==> src/rtl/writeback_unit.sv <==
// Final pipeline stage: retires register writes and waits, with a timeout, for load data on a stall handshake.
// Optional build macro RF_BYPASS_EN forwards the write in progress to the read ports.
module writeback_unit #(
    parameter int DATA_SIZE      = 32,
    parameter int GPR_SIZE       = 3,
    parameter int OP_WB_SIZE     = 2,
    parameter int TIMEOUT_CYCLES = 15
) (
    input  logic                  clock,
    input  logic                  reset,
    input  logic [DATA_SIZE-1:0]  result,
    input  logic [GPR_SIZE-1:0]   destination,
    input  logic [OP_WB_SIZE-1:0] writeback,
    input  logic [DATA_SIZE-1:0]  data_in,
    input  logic                  data_valid,
    input  logic [GPR_SIZE-1:0]   rd_sel0,
    input  logic [GPR_SIZE-1:0]   rd_sel1,
    input  logic [GPR_SIZE-1:0]   rd_sel2,
    output logic [DATA_SIZE-1:0]  rd_data0,
    output logic [DATA_SIZE-1:0]  rd_data1,
    output logic [DATA_SIZE-1:0]  rd_data2,
    output logic                  stall,
    output logic                  load_error,
    output logic [15:0]           retired
);

    localparam logic [OP_WB_SIZE-1:0] WB_NONE     = OP_WB_SIZE'(0);
    localparam logic [OP_WB_SIZE-1:0] WB_REGISTER = OP_WB_SIZE'(1);
    localparam logic [OP_WB_SIZE-1:0] WB_MEMORY   = OP_WB_SIZE'(2);
    localparam int                    NUM_REGS    = 1 << GPR_SIZE;
    localparam logic [7:0]            LAST_WAIT   = 8'(TIMEOUT_CYCLES - 1);

    typedef enum logic {
        IDLE,
        WAIT_LOAD
    } state_t;

    state_t                state, state_next;
    logic [GPR_SIZE-1:0]   pending_dest, pending_dest_next;
    logic [7:0]            wait_count, wait_count_next;
    logic                  load_error_next;
    logic                  wr_en;
    logic [GPR_SIZE-1:0]   wr_idx;
    logic [DATA_SIZE-1:0]  wr_data;
    logic [DATA_SIZE-1:0]  rf [NUM_REGS];

    // NOTE: every output of this block gets a default first, so no path can infer a latch.
    always_comb begin
        state_next        = state;
        pending_dest_next = pending_dest;
        wait_count_next   = wait_count;
        load_error_next   = load_error;
        wr_en             = 1'b0;
        wr_idx            = destination;
        wr_data           = result;

        unique case (state)
            IDLE: begin
                unique case (writeback)
                    WB_REGISTER: wr_en = 1'b1;
                    WB_MEMORY: begin
                        if (data_valid) begin
                            wr_en   = 1'b1;
                            wr_data = data_in;
                        end else begin
                            pending_dest_next = destination;
                            wait_count_next   = 8'd0;
                            state_next        = WAIT_LOAD;
                        end
                    end
                    default: ;
                endcase
            end
            WAIT_LOAD: begin
                // The held instruction is not looked at until the load resolves.
                wr_idx  = pending_dest;
                wr_data = data_in;
                if (data_valid) begin
                    wr_en      = 1'b1;
                    state_next = IDLE;
                end else begin
                    wait_count_next = wait_count + 8'd1;
                    if (wait_count == LAST_WAIT) begin
                        load_error_next = 1'b1;
                        state_next      = IDLE;
                    end
                end
            end
            default: state_next = IDLE;
        endcase
    end

    // NOTE: state registers use non-blocking assignments so every flop samples pre-edge values.
    always_ff @(posedge clock or negedge reset) begin
        if (!reset) begin
            state        <= IDLE;
            pending_dest <= '0;
            wait_count   <= 8'd0;
            load_error   <= 1'b0;
            retired      <= 16'd0;
        end else begin
            state        <= state_next;
            pending_dest <= pending_dest_next;
            wait_count   <= wait_count_next;
            load_error   <= load_error_next;
            if (wr_en) begin
                retired <= retired + 16'd1;
            end
        end
    end

    // NOTE: the register file is reset on purpose: read ports must return 0 straight out of reset.
    always_ff @(posedge clock or negedge reset) begin
        if (!reset) begin
            for (int i = 0; i < NUM_REGS; i++) begin
                rf[i] <= '0;
            end
        end else if (wr_en) begin
            rf[wr_idx] <= wr_data;
        end
    end

    assign stall = (state == WAIT_LOAD);

`ifdef RF_BYPASS_EN
    assign rd_data0 = (wr_en && wr_idx == rd_sel0) ? wr_data : rf[rd_sel0];
    assign rd_data1 = (wr_en && wr_idx == rd_sel1) ? wr_data : rf[rd_sel1];
    assign rd_data2 = (wr_en && wr_idx == rd_sel2) ? wr_data : rf[rd_sel2];
`else
    assign rd_data0 = rf[rd_sel0];
    assign rd_data1 = rf[rd_sel1];
    assign rd_data2 = rf[rd_sel2];
`endif

endmodule

==> config.mk <==
export PLATFORM = sky130hd
export DESIGN_NAME = writeback_unit
export DESIGN_NICKNAME = d
export VERILOG_FILES = /design/src/rtl/writeback_unit.sv
export SDC_FILE = /design/constraint.sdc
export NUM_CORES = 1
export LEC_CHECK = 0
export ABC_AREA = 1
export BUFFER_PORTS_ARGS = -buffer_cell sky130_fd_sc_hd__buf_2
export CORE_ASPECT_RATIO = 1.4
export CORE_UTILIZATION = 25
export CTS_CLUSTER_DIAMETER = 40
export CTS_CLUSTER_SIZE = 10
export DETAILED_ROUTE_END_ITERATION = 6
export MAX_ROUTING_LAYER = met4
export SYNTH_ARGS = -nofsm -noshare
export SYNTH_HDL_FRONTEND = slang
export SYNTH_SLANG_ARGS = --single-unit
==> constraint.sdc <==
create_clock -name clock -period 3.4 [get_ports clock]
set_clock_uncertainty 0.2 [all_clocks]
set_input_delay 0.17 -clock clock [delete_from_list [all_inputs] [get_ports clock]]
set_output_delay 0.17 -clock clock [all_outputs]
set_load 0.005 [all_outputs]
Word-level counts from Yosys, hierarchy flattened
Index checks and enable logic that the tools add are counted.
Storage, ports and cells
  bits in writable memories: 0
  logic and storage cells: 64
  memory bits (read-only): 0
  output and inout bits: 114
  input bits: 81
  register bits after elaboration: 285
  memories kept: 0
  bits in latches: 0
Operators by class
  reduce and logical (&&, ||, !) cells: 4
  multiply operators: 0
  $lt $le $gt $ge: 5
  div/mod/pow operators: 0
  shifts and indexed selects: 0
  bitwise operators: 6
  add/sub/neg operators: 2
  equality and inequality tests: 6
  muxes and demuxes: 28
Operator list (count)
  $bmux 32 s3: 3
  $mux 32: 9
  $bwmux 256: 1
  $demux 32 s3: 1
  $pmux 32 s2: 1
  $mux 8: 3
  $add 16x1->16 const B: 1
  $ge 4x4->1 const B: 4
  $not 3->4: 4
  $pmux 8 s2: 1
  $reduce_and 3->1: 3
  $add 8x1->8 const B: 1
  $eq 8x4->1 const B: 1
  $pmux 1 s2: 3
  $mux 1: 5
  $lt 4x1->1 const B: 1
  $ne 2x2->1 const B: 2
  $mux 3: 1
  $eq 2x1->1 const B: 1
  $eq 2x2->1 const B: 1
  $ne 2x1->1 const B: 1
  $not 1->1: 2
  $logic_and 1x1->1: 1

Logic depth before layout (Yosys ltp)
Gate-level depths: netlist (run 1).
  depth in word-level cells: 7
  depth in mapped cells: 11
  mapped depth without buffers: 10

Worst setup path after synthesis (run 1)
OpenSTA, ideal clock, no wires.
  kind: register to register
  start point: reg state (netlist: stall)
  end point: reg rf[65] in the netlist's numbering
  slack: 1672 ps
  data required time: 3083 ps
  setup time: 117 ps
  stages on the path, launching flop included: 11
  period minus slack after synthesis: 1728 ps
  arrival time: 1411 ps
  cell sequence: dfrtp_1 > buf_6 > nand2_1 > o21ai_2 > inv_1 > nand2_1 > nor2_2 > nand2_1 > buf_2 > nand2_1 > nand2_1
Between the ends
  word-level cells in the longest chain between the ends: 7
RTL lines
  start, declared: line 38  | state_t state, state_next;
  start signal, assigned: line 102  | state <= state_next;
  $mux 3: line 57  | unique case (state)
  $not 3->4 (not written as such): line 119  | rf[wr_idx] <= wr_data;
  $ge 4x4->1 (not written as such) / $lt 4x1->1 (equally long branches): line 119
  $logic_and 1x1->1 (not written as such): line 119
  $mux 32 (not written as such): line 119
  $demux 32 s3: line 119
  $bwmux 256: line 119
  end signal, assigned by index: line 119
  end, declared: line 45  | logic [DATA_SIZE-1:0] rf [NUM_REGS];
Parallel ways exist; a longest one is shown, timed or not.
A chain may end at the register's enable or synchronous reset.

Final worst setup path (run 1)
  start point: reg state (netlist: stall)
  end point: reg rf[210] in the netlist's numbering
Same word-level chain as after synthesis.

==> summary.txt, run 1 <==
Flow run
  • Max-cap violations: 0

CTS
  • CTS clock-pin slew for the worst setup and hold paths: 0.06 ns
  • Resize count post-CTS: 0
  • Cts hold-fix bufs: 54
  • Clock sinks: 285
  • CTS tree: yes
  • Clk buf depth: 3
  • Clk Latency, worst-skew pair: 0.61 ns
  • Num CTS Buffers: 50
  • Post-CTS Setup Repair Bufs: 0
  • Root buf cell: clkbuf_16
  • Number of H-tree levels: 2

STA
  • Fin Setup TNS: 0 ns
  • Final setup viols: 0
  • RSZ-0062 raised after global routing: no
  • Max-slew headroom at the worst pin: 39.14%
  • FMAX: 350.8 MHz
  • Final worst setup slack: 0.5491 ns
  • Worst Tran Pin Value: 0.9116 ns
  • Final hold viol count: 0
  • Max Slew Vio Count: 0
  • Min Tclk post-route: 2.851 ns
  • Period Utilization, post-route: 83.85%

Setup path
  • Slowest cell on crit path: dlygate4sd3_1
  • Critical path's top delay family: buffers and inverters
  • CP Launch Type: register
  • Critical path's largest stage delay: 0.74 ns
  • Critical path class: reg -> reg
  • CP required: 3.74 ns
  • WP buf/inv: 3
  • CP endpoint kind: register
  • CP arrival: 3.19 ns
  • Worst path cell trace: inv_4 -> nand2_2 -> buf_4 -> nand3_1 -> nand2_1 -> dlygate4sd3_1 -> nand3_1 -> nand2_1
  • Worst-path fanout max: 32

Cells and area
  • Layout Nets: 3122
  • Final instance area: 0.02279 mm2
  • Layout Area Growth over Synthesis: 22.22%
  • Final cell count without fillers: 4035
  • Inserted Diodes: 0
  • Layout cells sized above 1: 11.90%

GRT
  • Gr usage total: 21.27%
  • Global route total overflow: 0
  • Initial antenna violation count: 1
  • Global-route wire length before repair: 120600 um
  • Number of global-route vias before repair: 19720
  • Largest net degree at the start of global routing: 193

Floorplanning
  • Initial Util: 25.25%
  • Row count: 118
  • I/O pin cnt: 195
  • Die Wd: 232.8 um
  • Core footprint: 0.07382 mm2
  • Die area: 0.07568 mm2
  • Die Y: 325.1 um

Synthesis
  • Most common cell in the synthesized netlist: nand2_1
  • Commonest register cell after synthesis: dfrtp_1
  • Mapped Cells: 2906
  • Post-synth net total: 2992
  • Area fraction of the dominant cell type after synthesis: 38.26%
  • Number of flops mapped to enable cells by yosys: 0
  • Yosys Warn Count: 0
  • Register bit total from synthesis: 285
  • Sequential area share after synthesis: 38.26%
  • Mapped Avg Cell Area: 6.415 um2
  • Synth cell count leaders: nand2_1, o21ai_0, nand3_1
  • Netlist cell types: 28
  • Async set-or-reset flop fraction in the synthesized netlist: 100.0%
  • Top cells by area, synth: dfrtp_1, nand2_1, o21ai_0, nand3_1, a21oi_1
  • Syn Std Cell Area: 0.01864 mm2
  • Top cell type by total area after synthesis: dfrtp_1

Route
  • DR pass1 iterations: 5
  • Initial DRC Count: 2230
  • Avg Vias per Cell: 5.200
  • Vias: 20980
  • DRC viols: 0
  • Routed wire per std cell: 19.74 um
  • WL final: 79640 um
  • Final antenna-violating net count: 0

Power
  • Cell leakage power: 11.17 nW
  • Logic pwr share: 27.8%
  • VDD IR max: 0.4506 mV
  • Pwr Total: 0.01509 W
  • Net Switching: 0.005843 W
  • Clk pwr share: 33.9%
  • Int Pwr: 0.009244 W
  • Reg power frac: 38.3%
  • Pwr Density: 662.1 mW/mm2
  • Net Sw Frac: 38.73%

Placed design
  • DP Worst Slack: 0.9078 ns
  • Dpl cell area: 0.02054 mm2
  • Placer Congestion: 0.8491
  • Number of port buffers: 194
  • Hpwl dp: 47670 um
  • Placed cells: 3890

Hold path
  • Worst hold path class: in -> reg

Outcome
  • Status: complete, no violations
==> layer usage <==
layer  part of all wire [%]  vias up  routed length, um  global-route usage (%)
met5                      0        -                  0                       -
met4                    4.9        0               3916                   10.43
met1                     40     9929              32080                   26.38
li1                       -     9833                  -                       -
met2                     48     1004              37900                   33.84
met3                    7.2      214               5742                   2.788
==> final cells by class <==
class / instances / area (um2)
fillers: 8092 / 51040
multi-input cells: 2283 / 10150
flip-flops and latches: 285 / 7132
repair buffers: 311 / 2197
clock buffers: 57 / 1328
well taps: 960 / 1201
inverters: 105 / 399.1
clock inverters: 34 / 381.6
==> worst min-delay path, cell delays in order <==
cell,delay (ns)
buf_2,0.10
nand3_1,0.07
nand2_1,0.22
nand3_1,0.16
nand2_1,0.05
==> stage by stage <==
| step | hold slack, ns | util, % |
|---|---|---|
| after floorplan | -0.3256 | - |
| after global placement | 0.04054 | 27.82 |
| after detailed placement | 0.04080 | 27.82 |
| after CTS | 0.0001689 | 30.87 |
| after global routing | 0.04422 | 30.87 |
| final | 0.01171 | 30.87 |
==> cell usage in the layout, fill, tap and decap left out, types with 3 or more instances in the layout <==
master	count
dlygate4sd3_1	54
inv_1	100
inv_2	3
clkinv_16	3
nand2_2	3
dfrtp_1	285
o21ai_0	588
a21oi_1	195
clkinv_2	9
clkinv_4	5
nand2_1	947
buf_4	54
nor2_1	208
nand4_1	7
clkinvlp_4	8
ha_1	5
buf_12	15
buf_2	187
nand3_1	301
clkbuf_16	50
nor3_1	3
nor2_4	8
xnor2_1	8
clkbuf_8	5
inv_6	6
bufinv_16	3
==> kinds of logic after synthesis <==
family | Yosys count | share of synthesized area (%)
and+or+nand+nor | 1479 | 32.23
AOI/OAI and AO/OA | 790 | 21.34
buffers and inverters | 338 | 7.409
DFF | 285 | 38.26
xor gates and xnor gates | 9 | 0.4228
adders and majority gates | 5 | 0.3356
==> power by group through the flow <==
stage | sequential, W | combinational (W) | clock (W)
6_report | 0.00578 | 0.00419 | 0.00512
2_1_floorplan | 0.00545 | 0.00277 | 0
4_1_cts | 0.00574 | 0.00420 | 0.00518
3_5_place_dp | 0.00578 | 0.00412 | 0
5_1_grt | 0.00594 | 0.00479 | 0.00533
3_3_place_gp | 0.00578 | 0.00404 | 0
==> final timing paths <==
check | start | to | slack [ns] | depth (start not counted)
hold / removal | data_in[20] | rf[52] | 0.01 | 5
max in group asynchronous | reset | rf[173] | 0.87 | 4
min in group asynchronous | reset | pending_dest[2] | 0.49 | 3
setup / recovery | stall | rf[210] | 0.55 | 8
setup reg to reg | stall | rf[210] | 0.55 | 8
hold reg to reg | rf[219] | rf[219] | 0.27 | 2
==> flip-flops by register name (all words and copies together) (netlist names) <==
register / flops
pending_dest: 3
wait_count: 8
stall: 1
rf: 256
load_error: 1
retired: 16
No activity file was read; power rests on OpenSTA's default activity.
==> run 2, diff against run 1 <==
==> constraint.sdc (replaced) <==
create_clock -name clock -period 2.6 [get_ports clock]
set_clock_uncertainty 0.2 [all_clocks]
set_input_delay 0.13 -clock clock [delete_from_list [all_inputs] [get_ports clock]]
set_output_delay 0.13 -clock clock [all_outputs]
set_load 0.005 [all_outputs]
==> summary.txt, run 2 (synthesized netlist as in run 1, its figures left out) <==
Route
  • Final antenna-violating net count: 0 (unchanged)
  • Initial DRC Count: 2301 (was 2230)
  • DR pass1 iterations: 6 (was 5)
  • DRC viols: 0 (unchanged)
  • Routed wire per std cell: 19.63 um (was 19.74 um)
  • Vias: 21020 (was 20980)
  • Avg Vias per Cell: 5.188 (was 5.200)
  • WL final: 79540 um (was 79640 um)

Cells and area
  • Fillcell total: 8127 (was 8092)
  • Final cell count without fillers: 4051 (was 4035)
  • Layout Area Growth over Synthesis: 22.98% (was 22.22%)
  • Max reg flops: 256 (unchanged)
  • Largest regs: rf: 256 flops, retired: 16 flops, wait_count: 8 flops (unchanged)
  • Layout Nets: 3145 (was 3122)
  • Layout cells sized above 1: 12.18% (was 11.90%)
  • Most frequent cells in the layout: nand2_1, o21ai_0, nand3_1, dfrtp_1, nor2_1 (unchanged)
  • Largest Register: rf (unchanged)
  • Leading cell type in the layout, fill and taps excluded: nand2_1 (unchanged)

Placed design
  • Placer Congestion: 0.8307 (was 0.8491)
  • DP Worst Slack: 0.3143 ns (was 0.9078 ns)
  • Number of port buffers: 194 (unchanged)
  • Placed cells: 3919 (was 3890)
  • Hpwl dp: 52070 um (was 47670 um)

GRT
  • Initial antenna violation count: 5 (was 1)
  • Number of global-route vias before repair: 19710 (was 19720)
  • Global route total overflow: 0 (unchanged)
  • Global-route wire length before repair: 121600 um (was 120600 um)
  • Largest net degree at the start of global routing: 118 (was 193)
  • Gr usage total: 21.46% (was 21.27%)

Setup path
  • CP arrival: 2.78 ns (was 3.19 ns)
  • Flop-to-flop setup slack: 0.16 ns (was 0.55 ns)
  • CP endpoint kind: register (unchanged)
  • CP Launch Type: register (unchanged)
  • CP required: 2.94 ns (was 3.74 ns)
  • Stages on the worst setup path: 8 (unchanged)
  • Worst R2R Path Depth: 8 (unchanged)
  • Reg-to-reg endpoint: rf[68] (was rf[210])
  • Slowest cell on crit path: dlygate4sd3_1 (unchanged)
  • Critical path's largest stage delay: 0.57 ns (was 0.74 ns)
  • Critical path class: reg -> reg (unchanged)
  • WP buf/inv: 3 (unchanged)
  • Worst-path fanout max: 22 (was 32)
  • Critical path's top delay family: buffers and inverters (unchanged)
  • Worst path cell trace: inv_4 -> nand2_2 -> buf_4 -> nand3_1 -> nand2_1 -> nand3_1 -> dlygate4sd3_1 -> nand2_1 (was inv_4 -> nand2_2 -> buf_4 -> nand3_1 -> nand2_1 -> dlygate4sd3_1 -> nand3_1 -> nand2_1)
  • R2r startpoint: stall (unchanged)

STA
  • Period Utilization, post-route: 93.95% (was 83.85%)
  • Max-slew headroom at the worst pin: 54.26% (was 39.14%)
  • Worst Tran Pin Value: 0.6861 ns (was 0.9116 ns)
  • Final worst setup slack: 0.1573 ns (was 0.5491 ns)
  • Max Slew Vio Count: 0 (unchanged)
  • RSZ-0062 raised after global routing: no (unchanged)
  • Final setup viols: 0 (unchanged)
  • Hold slack: 0.007781 ns (was 0.01171 ns)
  • Final hold viol count: 0 (unchanged)
  • Fin Setup TNS: 0 ns (unchanged)
  • Min Tclk post-route: 2.443 ns (was 2.851 ns)
  • FMAX: 409.4 MHz (was 350.8 MHz)

Flow run
  • Max-cap violations: 0 (unchanged)

CTS
  • Root buf cell: clkbuf_16 (unchanged)
  • Number of H-tree levels: 2 (unchanged)
  • Clk Latency, worst-skew pair: 0.56 ns (was 0.61 ns)
  • CTS tree: yes (unchanged)
  • Clk buf depth: 3 (unchanged)
  • Clock sinks: 285 (unchanged)
  • CTS clock-pin slew for the worst setup and hold paths: 0.06 ns (about the same)
  • Post-CTS Setup Repair Bufs: 0 (unchanged)
  • Num CTS Buffers: 43 (was 50)

Floorplanning
  • Die Y: 325.1 um (unchanged)
  • Row count: 118 (unchanged)
  • Die area: 0.07568 mm2 (unchanged)
  • Die Wd: 232.8 um (unchanged)
  • Initial Util: 25.25% (unchanged)
  • I/O pin cnt: 195 (unchanged)
  • Core footprint: 0.07382 mm2 (unchanged)

Power
  • Reg power frac: 40.1% (was 38.3%)
  • Logic pwr share: 28.5% (was 27.8%)
  • VDD IR max: 0.3972 mV (was 0.4506 mV)
  • Net Switching: 0.007398 W (was 0.005843 W)
  • Pwr Density: 840.8 mW/mm2 (was 662.1 mW/mm2)
  • Clk pwr share: 31.3% (was 33.9%)
  • Cell leakage power: 11.26 nW (was 11.17 nW)
  • Int Pwr: 0.01188 W (was 0.009244 W)
  • Net Sw Frac: 38.38% (was 38.73%)

Outcome
  • Status: complete, no violations (unchanged)

Hold path
  • Hold Crit Endpoint: rf[238] (was rf[52])
  • Worst hold path class: in -> reg (unchanged)
  • HP Start: result[14] (was data_in[20])
  • Hold path cells: 5 (unchanged)
## run 2: through the flow
stage,total power [W],util [%],instance area [um2]
after floorplan,0.01075,-,18640
after global placement,0.01307,28.30,20890
after detailed placement,0.01316,28.30,20890
after CTS,0.01932,31.03,22910
after global routing,0.02056,31.06,22930
final,0.01928,31.06,22930
## run 2: timing repair
action,in CTS,in global routing
resized for setup,0,3
hold buffers,55,0
hold endpoints to repair,483,0
endpoints found under the setup margin,0,3
## run 2: worst max path at each step
stage | slack [ns] | start | to
after global placement | 0.31 | stall | rf[55]
after floorplan | 0.87 | stall | rf[65]
after global routing | 0.02 | stall | rf[68]
after detailed placement | 0.31 | stall | rf[119]
final | 0.16 | stall | rf[68]
after CTS | 0.02 | stall | rf[104]
## run 2: layout make-up
cell class	instances	area [um2]	area share (%)
Inverter	105	399.1	1.741
Clock inverter	19	302.8	1.321
Multi-Input combinational cell	2283	10150	44.28
Sequential cell	285	7133	31.11
Tap cell	960	1201	5.239
Clock buffer	53	1164	5.075
Antenna cell	5	12.51	0.05457
Timing Repair Buffer	341	2562	11.18
## run 2: worst min-delay path, cell delays in order
cell	delay, ns
buf_2	0.08
nand2_1	0.05
nand2_1	0.30
nand3_1	0.12
nand2_1	0.07
## run 2: per-layer routing
| metal | part of all wire (%) | wire length (um) | track usage (%) |
|---|---|---|---|
| met5 | 0 | 0 | - |
| met4 | 5.6 | 4452 | 11.67 |
| met3 | 7.7 | 6103 | 3.612 |
| met2 | 48 | 37950 | 34.21 |
| met1 | 39 | 31030 | 25.60 |
## run 2: power by group through the flow
stage / logic [W] / clock network [W] / registers [W]
2_1_floorplan: 0.00362 / 0 / 0.00713
3_3_place_gp: 0.00534 / 0 / 0.00772
3_5_place_dp: 0.00544 / 0 / 0.00772
4_1_cts: 0.00552 / 0.00612 / 0.00767
5_1_grt: 0.00634 / 0.00630 / 0.00793
6_report: 0.00550 / 0.00604 / 0.00774
